===== src/rtl/fifo_uart_pkg.sv =====
`default_nettype none
//------------------------------------------------------------------------------
// Module   : fifo_uart_pkg
// Purpose  : Shared definitions for the FIFO-fed UART transmitter: frame
//            geometry, the default bit period and the controller state
//            encoding.
// Config   : FIFO_UART_TX_PARITY_EN adds the PARITY state to the encoding.
// Revision : 1.0 - initial release
//------------------------------------------------------------------------------
package fifo_uart_pkg;

    localparam int DATA_BITS        = 8;
    localparam int CLKS_PER_BIT_DEF = 16;
    localparam int STATE_W          = 3;

    // Explicit encodings keep the state register width fixed whether or not
    // the parity state is present.
    typedef enum logic [STATE_W-1:0] {
        ST_IDLE   = 3'd0,
        ST_FETCH  = 3'd1,
        ST_LOAD   = 3'd2,
        ST_START  = 3'd3,
        ST_DATA   = 3'd4,
`ifdef FIFO_UART_TX_PARITY_EN
        ST_PARITY = 3'd5,
`endif
        ST_STOP   = 3'd6
    } state_t;

endpackage : fifo_uart_pkg
`default_nettype wire


===== src/rtl/uart_baud_gen.sv =====
`default_nettype none
//------------------------------------------------------------------------------
// Module   : uart_baud_gen
// Purpose  : Bit-period counter. Counts 0..CLKS_PER_BIT-1 and flags the
//            terminal count; clear restarts the period from zero.
// Ports    : clk   - clock
//            rst   - synchronous active-high reset
//            clear - restart the period (asserted on every state change)
//            tick  - high on the last cycle of a bit period
// Revision : 1.0 - initial release
//------------------------------------------------------------------------------
module uart_baud_gen
    import fifo_uart_pkg::*;
#(
    parameter int CLKS_PER_BIT = CLKS_PER_BIT_DEF
) (
    input  logic clk,
    input  logic rst,
    input  logic clear,
    output logic tick
);

    localparam logic [15:0] c_TERM = 16'(CLKS_PER_BIT - 1);

    logic [15:0] r_cnt;

    always_ff @(posedge clk) begin
        if (rst || clear) begin
            r_cnt <= 16'd0;
        end else if (r_cnt == c_TERM) begin
            r_cnt <= 16'd0;
        end else begin
            r_cnt <= r_cnt + 16'd1;
        end
    end

    assign tick = (r_cnt == c_TERM);

endmodule : uart_baud_gen
`default_nettype wire


===== src/rtl/fifo_uart_tx.sv =====
`default_nettype none
//------------------------------------------------------------------------------
// Module   : fifo_uart_tx
// Purpose  : Pulls one byte at a time from a FIFO and sends it as an 8N1
//            (or 8E1) UART frame, LSB first.
// Ports    : clk      - clock
//            rst      - synchronous active-high reset
//            Fempty   - FIFO empty flag (sampled only while idle)
//            Dout     - FIFO read data, valid the cycle after an accepted read
//            fifo_wen - FIFO write enable monitor; a read in that cycle is lost
//            Ren      - FIFO read enable (registered, high while fetching)
//            txd      - serial output, idles high
//            busy     - frame in progress (fetch through stop)
//            done     - one-cycle pulse on the last stop-bit cycle
// Config   : FIFO_UART_TX_PARITY_EN inserts an even-parity bit before stop.
// Revision : 1.0 - initial release
//------------------------------------------------------------------------------
module fifo_uart_tx
    import fifo_uart_pkg::*;
#(
    parameter int CLKS_PER_BIT = CLKS_PER_BIT_DEF
) (
    input  logic       clk,
    input  logic       rst,
    input  logic       Fempty,
    input  logic [7:0] Dout,
    input  logic       fifo_wen,
    output logic       Ren,
    output logic       txd,
    output logic       busy,
    output logic       done
);

    localparam logic [2:0] c_LAST_BIT = 3'(DATA_BITS - 1);

    state_t                 r_state;
    state_t                 w_next;
    logic [DATA_BITS-1:0]   r_shift;
    logic [2:0]             r_bit;
    logic                   r_ren;
    logic                   w_tick;
    logic                   w_clear;
`ifdef FIFO_UART_TX_PARITY_EN
    logic                   r_parity;
`endif

    // Every state entry restarts the bit period so each state owns a full
    // CLKS_PER_BIT window from its first cycle.
    assign w_clear = (w_next != r_state);

    uart_baud_gen #(
        .CLKS_PER_BIT (CLKS_PER_BIT)
    ) u_baud (
        .clk   (clk),
        .rst   (rst),
        .clear (w_clear),
        .tick  (w_tick)
    );

    //--------------------------------------------------------------------------
    // State and datapath registers
    //--------------------------------------------------------------------------
    always_ff @(posedge clk) begin
        if (rst) begin
            r_state  <= ST_IDLE;
            r_ren    <= 1'b0;
            r_shift  <= '0;
            r_bit    <= 3'd0;
`ifdef FIFO_UART_TX_PARITY_EN
            r_parity <= 1'b0;
`endif
        end else begin
            r_state <= w_next;
            // Registered read enable that tracks the FETCH state exactly,
            // including retries while the FIFO is being written.
            r_ren   <= (w_next == ST_FETCH);
            case (r_state)
                ST_LOAD: begin
                    r_shift  <= Dout;
                    r_bit    <= 3'd0;
`ifdef FIFO_UART_TX_PARITY_EN
                    // Captured here because the shift register is consumed
                    // while the data bits go out.
                    r_parity <= ^Dout;
`endif
                end
                ST_DATA: begin
                    if (w_tick) begin
                        r_shift <= r_shift >> 1;
                        r_bit   <= r_bit + 3'd1;
                    end
                end
                default: ;
            endcase
        end
    end

    //--------------------------------------------------------------------------
    // Next-state and outputs
    //--------------------------------------------------------------------------
    always_comb begin
        w_next = r_state;
        txd    = 1'b1;
        busy   = 1'b1;
        done   = 1'b0;
        case (r_state)
            ST_IDLE: begin
                busy = 1'b0;
                if (!Fempty) begin
                    w_next = ST_FETCH;
                end
            end
            ST_FETCH: begin
                // A read issued while the FIFO is writing is ignored by the
                // FIFO, so hold Ren and try again.
                if (!fifo_wen) begin
                    w_next = ST_LOAD;
                end
            end
            ST_LOAD: begin
                w_next = ST_START;
            end
            ST_START: begin
                txd = 1'b0;
                if (w_tick) begin
                    w_next = ST_DATA;
                end
            end
            ST_DATA: begin
                txd = r_shift[0];
                if (w_tick && (r_bit == c_LAST_BIT)) begin
`ifdef FIFO_UART_TX_PARITY_EN
                    w_next = ST_PARITY;
`else
                    w_next = ST_STOP;
`endif
                end
            end
`ifdef FIFO_UART_TX_PARITY_EN
            ST_PARITY: begin
                txd = r_parity;
                if (w_tick) begin
                    w_next = ST_STOP;
                end
            end
`endif
            ST_STOP: begin
                if (w_tick) begin
                    done   = 1'b1;
                    w_next = ST_IDLE;
                end
            end
            default: begin
                busy   = 1'b0;
                w_next = ST_IDLE;
            end
        endcase
    end

    assign Ren = r_ren;

endmodule : fifo_uart_tx
`default_nettype wire


===== config.mk =====
export PLATFORM = sky130hd
export DESIGN_NAME = fifo_uart_tx
export DESIGN_NICKNAME = d
export VERILOG_FILES = /design/src/rtl/fifo_uart_pkg.sv /design/src/rtl/uart_baud_gen.sv /design/src/rtl/fifo_uart_tx.sv
export SDC_FILE = /design/constraint.sdc
export NUM_CORES = 1
export LEC_CHECK = 0
export BUFFER_PORTS_ARGS = -buffer_cell sky130_fd_sc_hd__buf_2
export CAP_MARGIN = 15
export CORE_UTILIZATION = 35
export CTS_CLUSTER_DIAMETER = 100
export DETAILED_ROUTE_END_ITERATION = 8
export PLACE_DENSITY = 0.57
export SYNTH_ARGS = -nofsm -noshare
export SYNTH_HDL_FRONTEND = slang
export SYNTH_SLANG_ARGS = --single-unit

===== constraint.sdc =====
create_clock -name clk -period 1.65 [get_ports clk]
set_input_delay 0.0825 -clock clk [delete_from_list [all_inputs] [get_ports clk]]
set_output_delay 0.0825 -clock clk [all_outputs]
set_load 0.01 [all_outputs]

# [Word level (Yosys, flattened, before mapping)]
# Cells that the tools add are included.
[word_totals] word_cells=38 regBits=31 inputBits=12 out_inout_bits=4
[classes] n_mux=14 n_reduce_logical=7 addsub=2 eq_ne=10
[op_table] cell="two-way mux 3 bit" n=6
[op_table] cell="case mux 3 bit (6 select lines)" n=1
[op_table] cell="adder 16 x 1 -> 16 bit, second input constant" n=1
[op_table] cell="equality test 16 x 4 -> 1 bit, second input constant" n=1
[op_table] cell="case mux 8 bit (2 select lines)" n=1
[op_table] cell="equality test 3 bit, second input constant" n=3
[op_table] cell="two-way mux 8 bit" n=1
[op_table] cell="equality test 3 x 1 -> 1 bit, second input constant" n=2
[op_table] cell="equality test 3 x 2 -> 1 bit, second input constant" n=2
[op_table] cell="case mux 3 bit (2 select lines)" n=1
[op_table] cell="OR reduction 5 bit" n=1
[op_table] cell="adder 3 x 1 -> 3 bit, second input constant" n=1
[op_table] cell="zero test 3 bit" n=1
[op_table] cell="two-way mux 1 bit" n=3
[op_table] cell="!= test 3 bit" n=1
[op_table] cell="!= test 2 bit, second input constant" n=1
[op_table] cell="case mux 1 bit (2 select lines)" n=1
[op_table] cell="AND reduction 2 bit" n=1
[op_table] cell="nonzero test 2 bit" n=1
[op_table] cell="OR reduction 2 bit" n=1
[op_table] cell="logical AND 1 bit" n=1
[op_table] cell="logical OR 1 bit" n=1

# [Logic depth before layout (Yosys ltp)]
# Gate-level depths: netlist of run 1.
[logic_depth] ltp_word=7 ltp_mapped=7 depth_no_buf=5

# [Modules after synthesis]
# Synthesis of run 1 repeated with hierarchy kept, for this count alone.
[unflattened] hier_cells=170 area_unflattened_um2=1492.7
[by_module_without_submodules] mod="fifo_uart_tx" instances=1 seq_area_each_um2=300.3 area_per_inst_um2=775.7 cells_each=90
[by_module_without_submodules] mod="uart_baud_gen" instances=1 seq_area_each_um2=320.3 area_per_inst_um2=716.9 cells_each=80

# [Worst setup path before layout of run 1]
# Ideal clock, no wire load.
[synth_path] path_kind="register to register" startpoint="register u_baud.r_cnt[0]" endpoint="register r_shift[6]" path_slack_ps=63 synth_period_minus_slack_ps=1587 setup_ps=119 path_buffers=2 t_required_ps=1531 path_stages_with_launch=8 arrival_ps=1468 path_cell_list="dfxtp_1 > ha_1 > and3_1 > and4_1 > buf_6 > nand2_4 > buf_6 > o221a_1"
[synth_via] elab_chain_cells=3
[synth_rtl] element="start: declaration" line_no="uart_baud_gen.sv:25" rtl="logic [15:0] r_cnt;"
[synth_rtl] element="start signal: assignment" line_no="uart_baud_gen.sv:33" rtl="r_cnt <= r_cnt + 16'd1;"
[synth_rtl] element="equality test 16 x 4 -> 1 bit" line_no="uart_baud_gen.sv:37" rtl="assign tick = (r_cnt == c_TERM);"
[synth_rtl] element="!= test 2 bit (no source line)"
[synth_rtl] element="AND reduction 2 bit (no source line)"
[synth_rtl] element="end signal: assignment" line_no="fifo_uart_tx.sv:79" rtl="r_shift <= Dout;"
[synth_rtl] element="end signal: assignment" line_no="fifo_uart_tx.sv:89" rtl="r_shift <= r_shift >> 1;"
[synth_rtl] element="end: declaration" line_no="fifo_uart_tx.sv:38" rtl="logic [DATA_BITS-1:0] r_shift;"
# No other way between the ends.
# A chain may end at the register's enable or synchronous reset.

# [Worst setup path after layout of run 1]
[layout_path] startpoint="register u_baud.r_cnt[9]" endpoint="output port done"
[layout_via] elab_chain_cells=3
[layout_rtl] element="equality test 16 x 4 -> 1 bit" line_no="uart_baud_gen.sv:37"
[layout_rtl] element="two-way mux 1 bit" line_no="fifo_uart_tx.sv:148" rtl="if (w_tick) begin"
[layout_rtl] element="two-way mux 1 bit" line_no="fifo_uart_tx.sv:106" rtl="case (r_state)"
[layout_rtl] element="end: declaration" line_no="fifo_uart_tx.sv:31" rtl="output logic done"
# No other way between the ends.

==> parameters.txt, run 1 <==
Parameter                              Value

Timing
  Number of endpoints failing setup at the final stage ... 1
  Clock tree skew after final layout ... 0.00744 ns
  Number of hold-slack violations in the final timing report ... 0
  Sum Neg Setup Slack ... -0.00936 ns
  Worst slew pin tran ... 0.376 ns
  Unrepaired setup endpoints after global routing ... true
  Period utilisation layout ... 101%
  Worst-case setup margin in the final layout ... -0.00936 ns
  Minimum clock period after layout ... 1.66 ns
  Relative slew slack ... 74.9%
  Final-report max-slew violation count ... 0
  Maximum clock frequency ... 603 MHz

CTS
  Root buffer cell ... sky130_fd_sc_hd__clkbuf_8
  Clock latency of the later-clocked register in the worst-skew pair ... 0.29 ns
  H-tree levels ... 2
  Clock transition at the registers of the reported paths ... 0.07 ns
  Post-cts hold buffer count ... 0
  TritonCTS clock tree ... done
  Number of buffers created by CTS ... 5
  Deepest clock path buffer count ... 2
  CTS sink cnt ... 31

GRT
  Wire length of the first global-routing pass ... 6.02 mm
  Gr usage total ... 17.7%
  Global route overflow ... 0
  Number of antenna violations at the first check in global routing ... 0
  Largest net degree at the start of global routing ... 15
  Via count of the first global-routing pass ... 1,385

Placement
  Count of input and output buffers ... 15
  Dpl cell area ... 1790 um2
  Routability Congestion ... 0.809
  Pre-CTS setup slack ... -0.0565 ns
  Post-detailed-placement half-perimeter wirelength ... 2.48 mm
  Number of placed instances, taps included ... 236

Floorplan
  Core area ... 4140 um2
  Starting Density ... 37.6%
  Width of the die ... 68.7 um
  Chip Height ... 68.7 um
  Die outline area ... 4730 um2
  Number of I/O pins ... 16
  Number of rows created at floorplan ... 23

Run status
  Violated checks ... setup timing
  Outcome ... complete, but fails checks

Finish
  Area delta synth->final ... 26.8%
  Area of all sequential standard cells ... 627 um2
  Leading cell type in the layout, fill and taps excluded ... sky130_fd_sc_hd__dfxtp_1
  Fraction of layout instances using a drive strength above 1 ... 32.7%
  Total of fill cells in the finished design ... 400
  Cell area after layout ... 1980 um2
  Diode insertion count for antenna repair ... 0
  Area of the multi-input gates ... 938 um2
  Number of nets in the layout ... 211
  Commonest non-fill, non-tap cells in the layout ... 26 x sky130_fd_sc_hd__dfxtp_1, 18 x sky130_fd_sc_hd__nor2_1, 16 x sky130_fd_sc_hd__buf_4, 15 x sky130_fd_sc_hd__buf_2, 13 x sky130_fd_sc_hd__xnor2_1
  Final standard cell count with taps included and fillers excluded ... 246

Detailed routing
  Average routed wire per standard cell ... 14.5 um
  Vias ... 1,344
  Average vias per placed instance ... 5.46
  Sum of routed wire length over all layers ... 3.56 mm
  Detail Route Antenna Nets ... 0
  Total DRC errors in the routed layout ... 0
  Detailed Route Iter0 Violations ... 46
  Pre-Repair DR Iteration Count ... 4

Worst setup path
  Number of cells on the worst reg-to-reg path ... 6
  Signal arrival time at the worst endpoint ... 1.58 ns
  Buffer and inverter count on the worst path ... 2
  Slowest CP cell ... sky130_fd_sc_hd__nor4_4
  Kind of cell adding the most delay to the critical path ... simple AND/OR/NAND/NOR gates
  Largest stage delay on the critical path ... 0.38 ns
  Worst Setup End Kind ... output port
  Startpoint-to-endpoint class of the critical path ... reg2out
  CP Cell Sequence ... nor4_4 > nand4_4 > buf_6 > nor3_2 > buf_2
  Largest driver fanout on the critical path ... 2
  Startpoint types ... register
  Worst EP required ... 1.57 ns
  Crit path depth ... 5

Logic synthesis
  Synthesized area per cell ... 9.68 um2
  Net count after synthesis ... 177
  Flops & latches, synth ... 31
  Number of warnings printed during yosys synthesis ... 0
  Combined area of all synthesized cells ... 1560 um2
  Cell count after synthesis ... 161
  Fraction of the yosys area taken by sequential cells ... 39.8%
  Count of cell types in the netlist ... 44

Pwr
  Worst voltage drop across the vdd grid ... 0.462 mV
  Standby leakage power ... 0.000782 uW
  Power per cell area ... 848 nW/um2

Min path
  Hold WC Path Type ... in2reg
  Hold path depth ... 2

Flow run
  Max-capacitance violation count ... 0
cells in the mapped netlist:
library cell	count	share of area, %
sky130_fd_sc_hd__a211oi_1	2	0.96
sky130_fd_sc_hd__nor3b_1	2	0.96
sky130_fd_sc_hd__nand4_1	2	0.80
sky130_fd_sc_hd__dfxtp_1	31	40
sky130_fd_sc_hd__inv_2	1	0.24
sky130_fd_sc_hd__o221a_1	7	5.1
sky130_fd_sc_hd__and4_1	3	1.7
sky130_fd_sc_hd__nor2_8	1	1.3
sky130_fd_sc_hd__buf_2	1	0.32
sky130_fd_sc_hd__xor2_1	1	0.56
sky130_fd_sc_hd__o21a_1	8	3.9
sky130_fd_sc_hd__a21oi_1	2	0.64
sky130_fd_sc_hd__or3_1	1	0.40
sky130_fd_sc_hd__a22oi_1	1	0.48
sky130_fd_sc_hd__a32oi_2	1	1.0
sky130_fd_sc_hd__o2111ai_1	1	0.56
sky130_fd_sc_hd__o31ai_1	1	0.48
sky130_fd_sc_hd__or2_2	1	0.40
sky130_fd_sc_hd__o31ai_2	1	0.80
sky130_fd_sc_hd__a41o_1	2	1.3
sky130_fd_sc_hd__inv_1	5	1.2
sky130_fd_sc_hd__nor3_1	12	3.9
sky130_fd_sc_hd__clkbuf_1	2	0.48
sky130_fd_sc_hd__and3_1	2	0.80
sky130_fd_sc_hd__o21ai_1	1	0.32
sky130_fd_sc_hd__nor4_2	2	1.6
sky130_fd_sc_hd__a32o_1	1	0.64
sky130_fd_sc_hd__buf_6	2	1.4
sky130_fd_sc_hd__ha_1	4	3.2
sky130_fd_sc_hd__o22a_1	1	0.56
sky130_fd_sc_hd__o21ai_0	1	0.32
sky130_fd_sc_hd__nor4_1	6	2.4
sky130_fd_sc_hd__o21ai_2	1	0.56
sky130_fd_sc_hd__nand4_2	2	1.6
sky130_fd_sc_hd__buf_4	1	0.48
sky130_fd_sc_hd__a2bb2oi_1	1	0.56
sky130_fd_sc_hd__a21o_1	1	0.48
sky130_fd_sc_hd__nand2_4	1	0.72
sky130_fd_sc_hd__nor4_4	1	1.4
sky130_fd_sc_hd__nor2_1	18	4.3
sky130_fd_sc_hd__nand2_1	5	1.2
sky130_fd_sc_hd__nand3_1	4	1.3
sky130_fd_sc_hd__nand2b_1	4	1.6
sky130_fd_sc_hd__xnor2_1	13	7.3
where the power goes:
part,switching [uW],internal (uW),total [uW]
Sequential,23.8,786,810
Clock,276,380,656
Combinational,112,99.2,211
sequential cells by signal, summed over array words and instances, names as in the netlist:
| register | cells |
|---|---|
| r_bit | 3 |
| r_shift | 8 |
| Ren | 1 |
| u_baud.r_cnt | 16 |
| r_state | 3 |
final timing paths:
path,start,endpoint,slack [ns]
max,u_baud.r_cnt[9],done,-0.009
min,Dout[7],r_shift[7],0.05
max reg2reg,u_baud.r_cnt[9],u_baud.r_cnt[13],0.01
min reg2reg,u_baud.r_cnt[0],u_baud.r_cnt[0],0.43
routing by layer:
layer	part of all wire (%)	routed length [um]	up-vias	GRT usage, %
met5	0	0	-	0
met4	2.0	70	0	9.44
met3	3.7	130	7	4.11
met2	48	1720	25	29.5
met1	46	1640	638	20.9
li1	-	-	674	-
what timing repair did:
| action | CTS | global route |
|---|---|---|
| endpoints found under the setup margin | 11 | 27 |
| pin swaps | 3 | 0 |
| setup buffers | 2 | 0 |
| resized for setup | 12 | 6 |
cells by family after synthesis:
| logic type | Yosys count | synth area share [%] |
|---|---|---|
| and+or+nand+nor | 67 | 26.3 |
| AOI/OAI and AO/OA | 33 | 18.6 |
| adders and majority gates | 4 | 3.21 |
| DFF | 31 | 39.8 |
| buffers and inverters | 12 | 4.17 |
| xor gates and xnor gates | 14 | 7.87 |
area by class of cell:
cell class / count / share of cell area [%]
inverter: 6 / 1.14
timing repair buffer: 33 / 11.5
tap: 50 / 3.16
sequential: 31 / 31.7
multi-input combinational: 118 / 47.5
clock buffer: 8 / 5.06
stage by stage:
stage | utilization, % | total power (uW) | hold WS [ns]
final | 47.7 | 1680 | 0.0476
after global routing | 47.7 | 1740 | 0.0669
after CTS | 47.0 | 1690 | 0.0425
after detailed placement | 43.1 | 1030 | 0.343
after global placement | 43.1 | 1030 | 0.332
after floorplan | - | 955 | 0.175
worst reg2reg max path: cells and delay by family (launching register included):
kind | cells | cell delay [ns]
flops | 1 | 0.34
compound gates | 1 | 0.22
simple gates | 3 | 0.60
buf+inv | 2 | 0.37
Note: power is estimated with default switching activity, not from simulation.
==> inputs of run 2 (changes only) <==
--- a/config.mk
+++ b/config.mk
@@ -8,9 +8,11 @@
 export BUFFER_PORTS_ARGS = -buffer_cell sky130_fd_sc_hd__buf_2
 export CAP_MARGIN = 15
 export CORE_UTILIZATION = 35
+export CTS_BUF_LIST = sky130_fd_sc_hd__clkbuf_2 sky130_fd_sc_hd__clkbuf_4 sky130_fd_sc_hd__clkbuf_8
 export CTS_CLUSTER_DIAMETER = 100
 export DETAILED_ROUTE_END_ITERATION = 8
 export PLACE_DENSITY = 0.57
+export SLEW_MARGIN = 40
 export SYNTH_ARGS = -nofsm -noshare
 export SYNTH_HDL_FRONTEND = slang
 export SYNTH_SLANG_ARGS = --single-unit
==> parameters.txt, run 2 (synthesis results as in run 1) <==
Parameter                              Value

Run status
  Outcome ... complete, but fails checks
  Violated checks ... setup timing

Pwr
  Portion of total power attributed to combinational logic ... 12.5%
  Power per cell area ... 855 nW/um2
  Part of the power in registers ... 47.8%
  Internal power summed over all cells ... 1280 uW
  Pwr Total ... 1690 uW
  Share of power burned in the clock network ... 39.7%
  Standby leakage power ... 0.000786 uW
  Worst voltage drop across the vdd grid ... 0.462 mV
  Switching power of the nets ... 412 uW
  Proportion of total power due to net switching ... 24.3%

Placement
  Post-detailed-placement half-perimeter wirelength ... 2.48 mm
  Routability Congestion ... 0.809
  Count of input and output buffers ... 15
  Dpl cell area ... 1790 um2

Finish
  Cell area after layout ... 1980 um2
  Reg with most FFs ... u_baud.r_cnt
  Area delta synth->final ... 27.0%
  Total of fill cells in the finished design ... 399
  Commonest non-fill, non-tap cells in the layout ... 26 x sky130_fd_sc_hd__dfxtp_1, 18 x sky130_fd_sc_hd__nor2_1, 16 x sky130_fd_sc_hd__buf_4, 15 x sky130_fd_sc_hd__buf_2, 13 x sky130_fd_sc_hd__xnor2_1
  Diode insertion count for antenna repair ... 0
  Fraction of layout instances using a drive strength above 1 ... 33.2%
  Leading cell type in the layout, fill and taps excluded ... sky130_fd_sc_hd__dfxtp_1
  Max FFs per register ... 16
  Regs by FF count ... u_baud.r_cnt x16, r_shift x8
  Number of nets in the layout ... 211
  Area of the multi-input gates ... 938 um2
  Area of all sequential standard cells ... 627 um2

Floorplan
  Width of the die ... 68.7 um
  Die outline area ... 4730 um2
  Number of rows created at floorplan ... 23
  Number of I/O pins ... 16
  Chip Height ... 68.7 um
  Starting Density ... 37.6%
  Core area ... 4140 um2

GRT
  Wire length of the first global-routing pass ... 6.02 mm
  Via count of the first global-routing pass ... 1,385
  Global route overflow ... 0
  Number of antenna violations at the first check in global routing ... 0
  Largest net degree at the start of global routing ... 15
  Gr usage total ... 17.7%

Timing
  Number of hold-slack violations in the final timing report ... 0
  Final-report max-slew violation count ... 0
  Worst-case setup margin in the final layout ... -0.00936 ns
  Number of endpoints failing setup at the final stage ... 1
  Minimum clock period after layout ... 1.66 ns
  Clock tree skew after final layout ... 0.00728 ns
  Relative slew slack ... 74.9%
  Unrepaired setup endpoints after global routing ... true
  Worst slew pin tran ... 0.376 ns
  Maximum clock frequency ... 603 MHz
  Period utilisation layout ... 101%

Worst setup path
  CP Cell Sequence ... nor4_4 > nand4_4 > buf_6 > nor3_2 > buf_2
  Startpoint-to-endpoint class of the critical path ... reg2out
  Signal arrival time at the worst endpoint ... 1.58 ns
  Kind of cell adding the most delay to the critical path ... simple AND/OR/NAND/NOR gates
  Startpoint of the most critical setup path ... u_baud.r_cnt[9]
  Worst Setup End Kind ... output port
  Slowest CP cell ... sky130_fd_sc_hd__nor4_4
  Startpoint types ... register
  Largest driver fanout on the critical path ... 2
  Worst flop-to-flop path startpoint ... u_baud.r_cnt[9]
  Buffer and inverter count on the worst path ... 2
  Worst EP required ... 1.57 ns
  Largest stage delay on the critical path ... 0.38 ns

Detailed routing
  Sum of routed wire length over all layers ... 3.56 mm
  Pre-Repair DR Iteration Count ... 4
  Detail Route Antenna Nets ... 0
  Vias ... 1,344
  Detailed Route Iter0 Violations ... 46
  Average vias per placed instance ... 5.46
  Total DRC errors in the routed layout ... 0
  Average routed wire per standard cell ... 14.5 um

CTS
  Root buffer cell ... sky130_fd_sc_hd__clkbuf_8
  Clock transition at the registers of the reported paths ... 0.07 ns
  Clock latency of the later-clocked register in the worst-skew pair ... 0.29 ns
  CTS sink cnt ... 31
  H-tree levels ... 2
  Number of buffers created by CTS ... 5
  TritonCTS clock tree ... done
  Deepest clock path buffer count ... 2

Min path
  Hold WC Path Type ... in2reg
  Hold_sp ... Dout[7]

Flow run
  Max-capacitance violation count ... 0
[run 2: what timing repair did]
item,4_1_cts,5_1_grt
setup endpoints to repair,11,27
pin swaps,3,0
gates resized for setup,12,6
buffers inserted,2,0
hold buffers,0,0
[run 2: final cells by class]
type / count / area share (%)
inverter: 6 / 1.14
timing repair buffer: 33 / 11.4
clock buffer: 8 / 5.24
tap: 50 / 3.16
multi-input combinational: 118 / 47.4
sequential: 31 / 31.6
[run 2: path summary, 6_finish.rpt]
path	endpoint	slack (ns)	cells past startpoint
worst max-delay path	done	-0.009	5
worst min register to register	u_baud.r_cnt[0]	0.43	1
worst max register to register	u_baud.r_cnt[13]	0.01	6
worst min-delay path	r_shift[7]	0.05	2
[run 2: routing by layer]
layer	track usage, %	up-vias	routed length [um]
li1	-	674	-
met1	20.9	638	1640
met2	29.5	25	1720
met3	4.11	7	130
met4	9.44	0	70
met5	0	-	0
[run 2: power groups by stage]
stage,clock (uW),combinational [uW],sequential [uW]
global placement,0,203,822
CTS,690,208,809
floorplan,0,136,819
global route,710,235,813
detailed placement,0,206,824
finish,673,211,810
[run 2: metrics by stage]
step / util [%] / setup WS (ns) / cells / TNS, ns / hold WS [ns]
finish: 47.8 / -0.00936 / 246 / -0.00936 / 0.0476
global route: 47.8 / -0.0696 / 246 / -0.581 / 0.0669
CTS: 47.1 / 0.0291 / 246 / 0 / 0.0425
detailed placement: 43.1 / -0.0565 / 236 / -0.431 / 0.343
global placement: 43.1 / 0.0481 / 236 / 0 / 0.332
floorplan: - / 0.0632 / 161 / 0 / 0.175
